===== src/rtl/bus_initiator.sv =====
// Single-outstanding bus initiator: a 2-entry request FIFO feeding a
// start/wait/response handshake towards a slave, with a WAIT-state timeout.
module bus_initiator #(
  parameter int unsigned TIMEOUT_CYCLES = 255
) (
  input  logic        clk,
  input  logic        rst,
  input  logic        req_valid,
  output logic        req_ready,
  input  logic        req_write,
  input  logic [31:0] req_addr,
  input  logic [31:0] req_wdata,
  input  logic [3:0]  req_wstrb,
  output logic        rsp_valid,
  input  logic        rsp_ready,
  output logic [31:0] rsp_rdata,
  output logic        rsp_err,
  output logic        bstart,
  output logic        bwrite,
  output logic [31:0] addr,
  output logic [31:0] wdata,
  output logic [3:0]  wstrb,
  input  logic [31:0] rdata,
  input  logic        bdone,
  output logic        busy
);

  typedef enum logic [1:0] {
    IDLE,
    START,
    WAIT,
    RESP
  } state_t;

  typedef struct packed {
    logic        write;
    logic [31:0] addr;
    logic [31:0] wdata;
    logic [3:0]  wstrb;
  } cmd_t;

  localparam logic [15:0] TIMEOUT_LIM = 16'(TIMEOUT_CYCLES);

  state_t      state_q, state_d;
  cmd_t        fifo_q [2];
  cmd_t        fifo_d [2];
  logic        wr_ptr_q, wr_ptr_d;
  logic        rd_ptr_q, rd_ptr_d;
  logic [1:0]  count_q, count_d;
  cmd_t        cmd_q, cmd_d;
  logic [15:0] wait_cnt_q, wait_cnt_d;
  logic [31:0] rsp_rdata_q, rsp_rdata_d;
  logic        rsp_err_q, rsp_err_d;
  logic        push;
  logic        pop;

  assign req_ready = (count_q != 2'd2);
  assign push      = req_valid && req_ready;
  // The head is only consumed when the bus side is idle, so a pop never
  // coincides with a push into an empty FIFO.
  assign pop       = (state_q == IDLE) && (count_q != 2'd0);

  always_comb begin
    fifo_d   = fifo_q;
    wr_ptr_d = wr_ptr_q;
    rd_ptr_d = rd_ptr_q;
    count_d  = count_q;
    if (push) begin
      fifo_d[wr_ptr_q] = {req_write, req_addr, req_wdata, req_wstrb};
      wr_ptr_d         = ~wr_ptr_q;
    end
    if (pop) begin
      rd_ptr_d = ~rd_ptr_q;
    end
    case ({push, pop})
      2'b10:   count_d = count_q + 2'd1;
      2'b01:   count_d = count_q - 2'd1;
      default: count_d = count_q;
    endcase
  end

  always_comb begin
    state_d     = state_q;
    cmd_d       = cmd_q;
    wait_cnt_d  = wait_cnt_q;
    rsp_rdata_d = rsp_rdata_q;
    rsp_err_d   = rsp_err_q;
    case (state_q)
      IDLE: begin
        if (count_q != 2'd0) begin
          state_d = START;
          cmd_d   = fifo_q[rd_ptr_q];
        end
      end
      START: begin
        state_d    = WAIT;
        wait_cnt_d = 16'd1;
      end
      WAIT: begin
        // Completion wins over a timeout landing in the same cycle.
        if (bdone) begin
          state_d     = RESP;
          rsp_rdata_d = cmd_q.write ? 32'd0 : rdata;
          rsp_err_d   = 1'b0;
          wait_cnt_d  = 16'd0;
        end else if (wait_cnt_q >= TIMEOUT_LIM) begin
          state_d     = RESP;
          rsp_rdata_d = 32'd0;
          rsp_err_d   = 1'b1;
          wait_cnt_d  = 16'd0;
        end else begin
          wait_cnt_d = wait_cnt_q + 16'd1;
        end
      end
      RESP: begin
        if (rsp_ready) begin
          state_d = IDLE;
        end
      end
      default: state_d = IDLE;
    endcase
  end

  always_ff @(posedge clk or posedge rst) begin
    if (rst) begin
      state_q     <= IDLE;
      for (int i = 0; i < 2; i++) begin
        fifo_q[i] <= '0;
      end
      wr_ptr_q    <= 1'b0;
      rd_ptr_q    <= 1'b0;
      count_q     <= 2'd0;
      cmd_q       <= '0;
      wait_cnt_q  <= 16'd0;
      rsp_rdata_q <= 32'd0;
      rsp_err_q   <= 1'b0;
    end else begin
      state_q     <= state_d;
      fifo_q      <= fifo_d;
      wr_ptr_q    <= wr_ptr_d;
      rd_ptr_q    <= rd_ptr_d;
      count_q     <= count_d;
      cmd_q       <= cmd_d;
      wait_cnt_q  <= wait_cnt_d;
      rsp_rdata_q <= rsp_rdata_d;
      rsp_err_q   <= rsp_err_d;
    end
  end

  assign bstart    = (state_q == START);
  assign rsp_valid = (state_q == RESP);
  assign rsp_rdata = rsp_rdata_q;
  assign rsp_err   = rsp_err_q;
  assign bwrite    = cmd_q.write;
  assign addr      = cmd_q.addr;
  assign wdata     = cmd_q.wdata;
  assign wstrb     = cmd_q.wstrb;
  assign busy      = (state_q != IDLE) || (count_q != 2'd0);

endmodule


===== config.mk =====
export PLATFORM = sky130hd
export DESIGN_NAME = bus_initiator
export DESIGN_NICKNAME = d
export VERILOG_FILES = /design/src/rtl/bus_initiator.sv
export SDC_FILE = /design/constraint.sdc
export NUM_CORES = 1
export LEC_CHECK = 0
export CORE_MARGIN = 5
export CORE_UTILIZATION = 35
export CTS_CLUSTER_SIZE = 30
export DETAILED_ROUTE_END_ITERATION = 6
export GPL_TIMING_DRIVEN = 0
export PLACE_DENSITY_LB_ADDON = 0.25
export SETUP_SLACK_MARGIN = 0.3
export SLEW_MARGIN = 10
export SYNTH_ARGS = -nofsm -noshare
export SYNTH_HDL_FRONTEND = slang
export SYNTH_SLANG_ARGS = --single-unit
export TNS_END_PERCENT = 5

===== constraint.sdc =====
create_clock -name clk -period 7.3 [get_ports clk]
set_clock_uncertainty 0.1 [all_clocks]
set_input_delay 0.73 -clock clk [delete_from_list [all_inputs] [get_ports clk]]
set_output_delay 0.73 -clock clk [all_outputs]
set_load 0.03 [all_outputs]

==> results.md <==
- Final Instance Area: 14,600 um^2
- Number of diodes: 0
- Post-synth ARST share: 1.00
- Final hold slack: roughly 0.37 ns
- Fin crit share: 0.408
- Pint: 4.49 mW
- Lkg Pwr: 6.64 nW
- Top_reg_cell synth: dfrtp_1
- Post_cts resized: 0
- Cts hold-fix bufs: 0
- Clk pwr share: 0.199
- Final Hold Fails: 0
- First-pass GRT wire length: approximately 43 mm
- Pre-antenna DRT Iters: 4
- Worst min-delay path class: reg -> reg
- Initial antenna violation count: 0
- 1st-iter DRT viols: ~250
- CTS max path bufs: 3
- Core box area: 30,700 um^2
- Drt wl/cell: 18.0 um
- GR Util All Layers: 0.150
- RSZ-0062 raised after global routing: false
- Measured slew at the worst slew-check pin: a little under 0.9 ns
- Worst EP arrival: 3.35 ns
- Placed cells: 1,407
- WS Path Type: reg -> reg
- Largest net degree at the start of global routing: 38
- Worst setup SP type: register
- Most common cell after layout, fill and taps aside: dfrtp_1
- Total grt overflow: 0
- Final Core Density: 0.476
- Die width: 187 um
- Dpl hpwl: 18.2 mm
- Max FO, Critical Path: 10
- Crit path capture type: register
- Synthesized flop and latch total: about 260
- Power Dens Cells: 478 nW/um^2
- Site Rows: 64
- Clock root buffer: clkbuf_16
- Final setup margin: about 4.3 ns
- Clk slew on worst S/H paths: ~0.060 ns
- Full die area: 35,000 um^2
- RePlAce Congestion: 0.758
- Die Y-Extent: 187 um
- Vias per inst: 4.81
- Final cell count without fillers: between 1k and 1.5k
- Commonest non-fill, non-tap cells in the layout: dfrtp_1 (262), clkdlybuf4s50_1 (211), nand2_1 (79), o21ai_0 (73)
- CTS tree: done
- Dpl cell area: 13,700 um^2
- Mean Syn Cell Area: 13.8 um^2
- Port-buffer cells: 211
- Outcome: finished clean
- Setup violations, final: 0
- Mapped Nets: 904
- Post-CTS Setup Bufs: 0
- Yosys warns: 0
- Peak VDD IR: 0.223 mV
- Synth unique cells: 42
- Pre-CTS setup slack: 4.22 ns
- Nets: 1,154
- I/O pins: roughly 210
- Num CTS Buffers: 29
- Comb power frac: 0.443
- Routed WL: roughly 26 mm
- Final count of pins violating max slew: 0
- Residual DRC: 0
- Synth Instances: approximately 790
- Number of enable flip-flop cells after synthesis: 0
- Sink Count: approximately 260
- Seq/Total Area, Yosys: 0.598
- Flop pwr share: 0.359
- Sw frac: 0.358
- Ratio of cells with drive above 1 in the final layout: 0.209
- Initial Util: 0.357
- Worst slew margin: 0.410
- Maxcap violations: 0
- CP required: 7.67 ns
- Setup TNS: 0 ns
- Post-Synthesis Cell Area: 11,000 um^2
- Total power: 6.99 mW
- Vias in the first global route: 7,707
- Post-route ant nets: 0
- Sw Pwr: 2.50 mW
- Vias: about 7k
- P&R area growth vs syn: 33.4%
- H-tree levels: 1
- Min Tclk post-route: 2.98 ns
- Clock latency on the worst-skew pair: 0.54 ns
- Max Clk Rate: 335 MHz
power groups by stage:
stage | clock (mW) | combinational (mW) | sequential (mW)
after global routing | 1.50 | 3.34 | 2.60
after detailed placement | 0 | 3.14 | 2.52
after CTS | 1.44 | 3.15 | 2.51
after floorplan | 0 | 1.64 | 2.94
final | 1.39 | 3.09 | 2.51
after global placement | 0 | 3.08 | 2.51
layer usage:
metal	track usage	wire length [um]
met3	0.0327	1220
met1	0.211	12400
met4	0.0350	453
met5	0	0
met2	0.239	12100
final cells by class:
| class | count | area (um^2) |
|---|---|---|
| inverter | 8 | 33.8 |
| clock buffer | 47 | 843 |
| tap | 396 | 495 |
| sequential | 262 | 6560 |
| fill | 2814 | 16100 |
| timing repair buffer | 219 | 2270 |
| clock inverter | 5 | 53.8 |
| buffer | 48 | 344 |
| multi-input combinational | 474 | 4040 |
worst max-delay path, stage by stage (launching register included):
cell and delay, ns:
dfrtp_1 0.38, inv_1 0.08, ha_1 0.24, o21ai_1 0.46, clkbuf_1 0.62, buf_2 0.36, inv_1 0.07, ha_1 0.30
nor2_1 0.14, xor2_1 0.15
synth_stat cells, types with 6 or more instances:
cell type,count,area share
mux2i_1,70,0.064
clkbuf_1,21,0.0072
mux2_2,70,0.072
buf_12,7,0.013
nand4_1,6,0.0034
mux2_4,69,0.094
inv_1,8,0.0027
a22o_1,32,0.026
ha_1,6,0.0068
nor2_1,14,0.0048
dfrtp_1,262,0.60
nand2_1,79,0.027
o21ai_0,74,0.034
buf_2,16,0.0073
nand3_1,7,0.0032
final timing paths:
| check | start | end | slack, ns | cells past startpoint |
|---|---|---|---|---|
| max | state_q[0] | count_q[1] | 4.32 | 9 |
| min in group asynchronous | rst | fifo_q[8] | 0.48 | 2 |
| max in group asynchronous | rst | wdata[27] | 5.56 | 5 |
| min reg2reg | addr[31] | addr[31] | 0.37 | 2 |
| min | addr[31] | addr[31] | 0.37 | 2 |
| max reg2reg | state_q[0] | count_q[1] | 4.32 | 9 |
state kept, by name, indices dropped and copies added (netlist names), 2 cells and up:
signal / cells
addr: 32
rsp_rdata: 32
wstrb: 4
state_q: 2
wait_cnt_q: 16
count_q: 2
wdata: 32
fifo_q: 138
logic make-up (layout without fill, tap and decap cells):
logic type,count (synthesis),after routing,share of synthesized area
AOI/OAI and AO/OA,120,120,0.0692
xor gates and xnor gates,8,8,0.00639
adders and majority gates,6,6,0.00684
buffers and inverters,56,327,0.0341
DFF,262,262,0.598
muxes,209,209,0.230
and+or+nand+nor,131,131,0.0554
Power figures use the tool's default switching activity.
